--- config.mk ---
export PLATFORM = sky130hd
export DESIGN_NAME = dsec_out_ctrl
export DESIGN_NICKNAME = d
export VERILOG_FILES = /design/src/rtl/dsec_pkg.sv /design/src/rtl/dsec_sync_fifo.sv /design/src/rtl/dsec_out_ctrl.sv
export SDC_FILE = /design/constraint.sdc
export NUM_CORES = 1
export LEC_CHECK = 0
export CORE_MARGIN = 1
export CORE_UTILIZATION = 45
export CTS_BUF_LIST = sky130_fd_sc_hd__clkbuf_4 sky130_fd_sc_hd__clkbuf_8
export DETAILED_ROUTE_END_ITERATION = 12
export GPL_TIMING_DRIVEN = 0
export PLACE_DENSITY = 0.71
export SLEW_MARGIN = 20
export SYNTH_ARGS = -nofsm -noshare
export SYNTH_HDL_FRONTEND = slang
export SYNTH_HIERARCHICAL = 1
export SYNTH_SLANG_ARGS = --single-unit
--- constraint.sdc ---
create_clock -name clk -period 3 [get_ports clk]
set_input_delay 0.45 -clock clk [delete_from_list [all_inputs] [get_ports clk]]
set_output_delay 0.45 -clock clk [all_outputs]
set_load 0.02 [all_outputs]
--- src/rtl/dsec_pkg.sv ---
// Shared definitions for the output stage of the compression/encryption top.
//   - error codes reported on error_code
//   - flush sequencer state encoding
package dsec_pkg;

   localparam logic [63:0] ERR_NONE          = 64'h0;
   localparam logic [63:0] ERR_OVERFLOW      = 64'h1;
   localparam logic [63:0] ERR_FLUSH_TIMEOUT = 64'h2;
   localparam logic [63:0] ERR_SPURIOUS_RCVD = 64'h3;

   typedef enum logic [1:0] {
      IDLE      = 2'd0,
      FLUSH     = 2'd1,
      WAIT_SCON = 2'd2,
      DRAIN     = 2'd3
   } flush_state_e;

endpackage

--- src/rtl/dsec_sync_fifo.sv ---
// Synchronous FIFO buffering output words.
// Ports:
//   clk, rst      clock and synchronous active-high reset
//   push, wdata   write request and word; ignored when full unless popping
//   pop           read request; ignored when empty
//   rdata         head entry (stale contents when empty)
//   count         occupancy 0..DEPTH
//   full, empty   occupancy flags
module dsec_sync_fifo #(
   parameter int DATA_W = 64,
   parameter int DEPTH  = 4
) (
   input  logic                     clk,
   input  logic                     rst,
   input  logic                     push,
   input  logic [DATA_W-1:0]        wdata,
   input  logic                     pop,
   output logic [DATA_W-1:0]        rdata,
   output logic [$clog2(DEPTH):0]   count,
   output logic                     full,
   output logic                     empty
);

   localparam int PTR_W = $clog2(DEPTH);
   localparam int CNT_W = PTR_W + 1;

   logic [DATA_W-1:0] mem_q [DEPTH];
   logic [DATA_W-1:0] mem_d [DEPTH];
   logic [PTR_W-1:0]  wr_ptr_q, wr_ptr_d;
   logic [PTR_W-1:0]  rd_ptr_q, rd_ptr_d;
   logic [CNT_W-1:0]  count_q, count_d;
   logic              push_ok, pop_ok;

   assign full  = (count_q == CNT_W'(DEPTH));
   assign empty = (count_q == '0);
   assign count = count_q;
   assign rdata = mem_q[rd_ptr_q];

   // A pop in the same cycle frees the slot, so a push into a full FIFO is fine then.
   assign pop_ok  = pop & ~empty;
   assign push_ok = push & (~full | pop_ok);

   always_comb begin
      mem_d    = mem_q;
      wr_ptr_d = wr_ptr_q;
      rd_ptr_d = rd_ptr_q;
      count_d  = count_q;
      if (push_ok) begin
         mem_d[wr_ptr_q] = wdata;
         wr_ptr_d        = wr_ptr_q + PTR_W'(1);
      end
      if (pop_ok) begin
         rd_ptr_d = rd_ptr_q + PTR_W'(1);
      end
      case ({push_ok, pop_ok})
         2'b10:   count_d = count_q + CNT_W'(1);
         2'b01:   count_d = count_q - CNT_W'(1);
         default: count_d = count_q;
      endcase
   end

   always_ff @(posedge clk) begin
      if (rst) begin
         mem_q    <= '{default: '0};
         wr_ptr_q <= '0;
         rd_ptr_q <= '0;
         count_q  <= '0;
      end else begin
         mem_q    <= mem_d;
         wr_ptr_q <= wr_ptr_d;
         rd_ptr_q <= rd_ptr_d;
         count_q  <= count_d;
      end
   end

endmodule

--- src/rtl/dsec_out_ctrl.sv ---
// Output-stage controller: buffers words from the shift-concatenation stage,
// hands them out with an out_valid/out_rcvd handshake, backpressures upstream
// and sequences end-of-stream flushes.
// Ports:
//   clk, rst                  clock and synchronous active-high reset
//   key_config                freezes the whole output stage while high
//   scon_done, scon_data      incoming word strobe and data
//   flush_req                 single-cycle end-of-stream flush request
//   out_rcvd                  receiver took out_data this cycle
//   out_data, out_valid       head word and its valid
//   stall                     upstream must hold
//   dump_comp                 one-cycle pulse asking compression for residual bits
//   flush_done                one-cycle pulse when the flush has drained
//   error, error_code         sticky error flag and first error code
//   fill_level                FIFO occupancy
//
// state     | meaning
// IDLE      | normal streaming, waiting for flush_req
// FLUSH     | dump_comp asserted for one cycle, timer loaded
// WAIT_SCON | waiting for the final word, timer counting down
// DRAIN     | waiting for the FIFO to empty, then flush_done
module dsec_out_ctrl
   import dsec_pkg::*;
#(
   parameter int DATA_W  = 64,
   parameter int DEPTH   = 4,
   parameter int TIMEOUT = 1024
) (
   input  logic                    clk,
   input  logic                    rst,
   input  logic                    key_config,
   input  logic                    scon_done,
   input  logic [DATA_W-1:0]       scon_data,
   input  logic                    flush_req,
   input  logic                    out_rcvd,
   output logic [DATA_W-1:0]       out_data,
   output logic                    out_valid,
   output logic                    stall,
   output logic                    dump_comp,
   output logic                    flush_done,
   output logic                    error,
   output logic [63:0]             error_code,
   output logic [$clog2(DEPTH):0]  fill_level
);

   localparam int CNT_W = $clog2(DEPTH) + 1;
   localparam int TMR_W = $clog2(TIMEOUT);

   flush_state_e      state_q, state_d;
   logic [TMR_W-1:0]  timer_q, timer_d;
   logic              error_q, error_d;
   logic [63:0]       error_code_q, error_code_d;
   logic [63:0]       err_new;
   logic              timeout;

   logic [CNT_W-1:0]  count;
   logic              fifo_full, fifo_empty;
   logic              push_req, pop_req, overflow, spurious;

   assign push_req = scon_done & ~key_config;
   assign pop_req  = out_rcvd & ~key_config & ~fifo_empty;
   assign overflow = push_req & fifo_full & ~pop_req;
   assign spurious = out_rcvd & ~key_config & fifo_empty;

   dsec_sync_fifo #(
      .DATA_W (DATA_W),
      .DEPTH  (DEPTH)
   ) u_fifo (
      .clk   (clk),
      .rst   (rst),
      .push  (push_req),
      .wdata (scon_data),
      .pop   (pop_req),
      .rdata (out_data),
      .count (count),
      .full  (fifo_full),
      .empty (fifo_empty)
   );

   assign out_valid  = ~fifo_empty & ~key_config;
   // Threshold one below full leaves room for a push already in flight.
   assign stall      = key_config | error_q | (count >= CNT_W'(DEPTH - 1));
   assign dump_comp  = (state_q == FLUSH) & ~key_config;
   assign flush_done = (state_q == DRAIN) & fifo_empty & ~key_config;
   assign error      = error_q;
   assign error_code = error_code_q;
   assign fill_level = count;

   always_comb begin
      state_d = state_q;
      timer_d = timer_q;
      timeout = 1'b0;
      if (!key_config) begin
         case (state_q)
            IDLE: begin
               if (flush_req) state_d = FLUSH;
            end
            FLUSH: begin
               state_d = WAIT_SCON;
               timer_d = TMR_W'(TIMEOUT - 1);
            end
            WAIT_SCON: begin
               if (scon_done) begin
                  state_d = DRAIN;
               end else if (timer_q == '0) begin
                  timeout = 1'b1;
                  state_d = DRAIN;
               end else begin
                  timer_d = timer_q - TMR_W'(1);
               end
            end
            DRAIN: begin
               if (fifo_empty) state_d = IDLE;
            end
            default: state_d = IDLE;
         endcase
      end

      err_new = ERR_NONE;
      if (overflow)      err_new = ERR_OVERFLOW;
      else if (timeout)  err_new = ERR_FLUSH_TIMEOUT;
      else if (spurious) err_new = ERR_SPURIOUS_RCVD;
      error_d      = error_q | (err_new != ERR_NONE);
      error_code_d = error_q ? error_code_q : err_new;
   end

   always_ff @(posedge clk) begin
      if (rst) begin
         state_q      <= IDLE;
         timer_q      <= '0;
         error_q      <= 1'b0;
         error_code_q <= '0;
      end else begin
         state_q      <= state_d;
         timer_q      <= timer_d;
         error_q      <= error_d;
         error_code_q <= error_code_d;
      end
   end

endmodule
==> out/results.tsv <==
stage	metric	value	unit
global_route	antenna_found_initial	0	
critical_path	path_max_fanout	9	
detailed_routing	first_iter_violations	296	
sta	fin_tns_setup	0	ns
worst_hold_path	whs_endpoint	timer_q[0]	
worst_hold_path	holdCritStartpoint	rst	
sta	finalSetupViolations	0	
global_route	grt_max_degree	12	
sta	clock.fmax	339	MHz
layout	fin_area	16700	sq um
detailed_routing	drtPass1Iterations	4	
yosys	synth_cell_types	52	
clock_tree	cts_tree	yes	
floorplan	initial_utilization	46.1	%
yosys	netlist_instances	1197	
critical_path	crit_type	flop to flop	
sta	finalHoldViolCount	0	
yosys	netlist_area	13400	sq um
critical_path	startpoint	u_fifo/count[2]	
placed_design	dp_hpwl	21300	um
critical_path	reg2reg_to	u_fifo/count[2]	
detailed_routing	wirelength	31600	um
sta	worst_slew_pin_slew	0.763	ns
yosys	synth_seq_cells	278	
critical_path	r2r_cells	14	
sta	min_period_over_period	98.2	%
floorplan	die-area	30400	sq um
yosys	synth_top_area_share	41.6	%
layout	num_antenna_cells	0	
worst_hold_path	hold_path_depth	2	
layout	drive_gt1_share	18.5	%
layout	synthToLayoutAreaGrowth	24.6	%
placed_design	place_ws	-0.666	ns
yosys	synth_ff_type	dfxtp_1	
placed_design	gp_congestion	0.798	
critical_path	crit_required	3.47	ns
run_status	status	complete, no violations	
detailed_routing	drc	0	
clock_tree	clock-sinks	278	
yosys	ys_top_cells_by_area	dfxtp_1 (42%), mux2i_1 (19%), nand2b_1 (15%)	
clock_tree	cts_root_buf	clkbuf_8	
pwr	p_switching	2.08	mW
pwr	irDropWorstVdd	316	uV
yosys	yosysTopAreaCell	dfxtp_1	
sta	finClkSkew	0.0208	ns
critical_path	endpoint_kind	flop	
yosys	synth.avg_cell_area	11.2	sq um
pwr	sw_frac_of_total	24.8	%
detailed_routing	vias	9301	
run	maxCapViolCount	0	
critical_path	r2r_start	u_fifo/count[2]	
floorplan	fp.dieW	174	um
clock_tree	numCtsBuffers	47	
sta	setup_ws	0.0527	ns
sta	max_slew_margin	48.6	%
sta	period_needed	2.95	ns
placed_design	placedInstanceArea	15500	sq um
sta	slew_viol_final	0	
critical_path	worstPathArrival	3.42	ns
detailed_routing	via_per_inst	4.98	
yosys	yosysSeqAreaShare	41.6	%
detailed_routing	drtAntennaViolNets	0	
global_route	grt_util_all_layers	20.9	%
floorplan	num_io_pins	206	
sta	holdWs	0.333	ns
layout	fin_nets	1536	
pwr	p_int	6.33	mW
pwr	power_frac_clock	41.5	%
detailed_routing	wl_per_cell	16.9	um
pwr	powerDensity	505	nW/um^2
yosys	ys_async_sr_fraction	0	%
sta	rsz0062_at_grt	yes	
critical_path	reg2reg_slack	0.05	ns
global_route	grt_pass1_wl	50700	um
clock_tree	htree_levels	2	
placed_design	dp.cells	1784	
pwr	power.share.sequential	45.8	%
yosys	synth_enable_flop_cells	0	
pwr	p_leak	7.63	nW
layout	final_cells	1868	
critical_path	critPathLaunchType	flop	
global_route	grt_pass1_vias	9470	
yosys	ys_warn_count	6	
floorplan	die_y	174	um
placed_design	io_buffer_count	142	
clock_tree	clk_pin_slew	0.06	ns
floorplan	core_region_area	29000	sq um
global_route	overflow	0	
worst_hold_path	hold_class	input port to flop	
clock_tree	cts_buffer_depth	3	
floorplan	num_rows	62	
pwr	comb_power_share	12.7	%
clock_tree	clock_latency	0.55	ns
==> area by class of cell <==
| class | instances | area [sq um] |
|---|---|---|
| clock buffer | 78 | 967 |
| tap | 384 | 480 |
| timing repair buffer | 146 | 1500 |
| sequential | 278 | 5570 |
| fill | 2488 | 12300 |
| clock inverter | 2 | 10.0 |
| buffer | 147 | 983 |
| multi-input combinational | 817 | 7100 |
| inverter | 16 | 60.1 |
==> worst max-delay path, cell delays in order, from the launching register on <==
cell and delay [ns]:
dfxtp_4 0.37, nor3_4 0.24, nor2_2 0.08, nand2_2 0.09
inv_1 0.07, or4b_4 0.48, buf_6 0.15, and2_4 0.16
inv_1 0.06, ha_2 0.18, inv_1 0.06, fa_2 0.34
xor2_1 0.15, or3_1 0.30, a21oi_1 0.14
==> metrics by stage <==
step | total power [mW] | util (%)
finish | 8.42 | 57.5
global route | 8.78 | 57.5
CTS | 8.51 | 57.2
detailed placement | 5.00 | 53.5
global placement | 4.98 | 53.5
floorplan | 4.62 | -
==> worst max path at each step <==
| stage | to | slack (ns) | cells past startpoint |
|---|---|---|---|
| CTS | out_data[13] | 0.006 | 4 |
| detailed placement | u_fifo/count[2] | -0.67 | 15 |
| finish | u_fifo/count[2] | 0.05 | 14 |
| global route | u_fifo/count[2] | -0.05 | 14 |
| floorplan | u_fifo/count[2] | 0.04 | 14 |
| global placement | u_fifo/count[2] | -0.64 | 15 |
==> power by group through the flow <==
stage                     clock, mW  sequential, mW  combinational [mW]
after global placement            0            3.93                1.05
after detailed placement          0            3.93                1.06
after CTS                      3.58            3.85                1.08
final                          3.49            3.86                1.07
after global routing           3.76            3.87                1.15
after floorplan                   0            3.92               0.697
==> cells by family after synthesis <==
family | after synthesis | synth area share [%]
adder cells (fa/ha/maj) | 13 | 1.27
other | 1 | 0.0280
multiplexers | 321 | 30.0
XOR/XNOR | 3 | 0.196
AO/OA/AOI/OAI | 42 | 2.10
flip-flops | 278 | 41.6
buffers and inverters | 163 | 7.27
AND/OR/NAND/NOR | 376 | 17.5
==> layer usage <==
layer | vias to the layer above | global-route usage [%] | part of all wire, %
met4 | 0 | 5.56 | 1.7
met1 | 4518 | 28.1 | 47
met3 | 44 | 3.39 | 4.4
met2 | 222 | 34.9 | 47
li1 | 4517 | - | -
met5 | - | 0 | 0
==> layout by cell type, fill, tap and decap left out, drive strengths merged, types with 16 or more instances in the layout <==
cell type / synthesis / final
conb: 1 / 62
clkbuf: 45 / 125
clkdlybuf4s50: 0 / 124
dfxtp: 278 / 278
buf: 99 / 101
inv: 16 / 16
dlymetal6s2s: 1 / 19
mux2i: 257 / 257
nand2b: 324 / 324
mux4: 64 / 64
==> repair_timing <==
item                       CTS  global route
setup endpoints to repair   60            46
hold buffers                 0             0
setup buffers                2             2
gates resized for setup     36            28
pin swaps                    1             2
==> cells in the mapped netlist (2+ instances only) <==
cell type and instances:
dfxtp_1 278, nand4b_1 2, o31ai_1 7, ha_1 12, nor3b_1 2, nor2_1 8
clkbuf_1 45, nand3_1 4, xor2_1 3, buf_2 14, buf_4 78, buf_6 4
and3_1 3, or3_1 4, and2b_1 2, or4_1 4, a21oi_1 7, o21ai_0 7
mux2i_1 257, nor2b_1 3, buf_1 3, or2_2 2, a221oi_1 3, mux4_2 64
inv_1 16, nand2b_1 324, a31oi_1 9, a211oi_1 2, nor3_1 4, nand2_1 4
==> registers in the layout (all words and copies together) (netlist names) <==
| signal | flops |
|---|---|
| error_code | 2 |
| error | 1 |
| timer_q | 10 |
| u_fifo/mem_q | 256 |
| u_fifo/count | 3 |
| u_fifo/wr_ptr_q | 2 |
| state_q | 2 |
| u_fifo/rd_ptr_q | 2 |
Note: power is estimated with default switching activity, not from simulation.
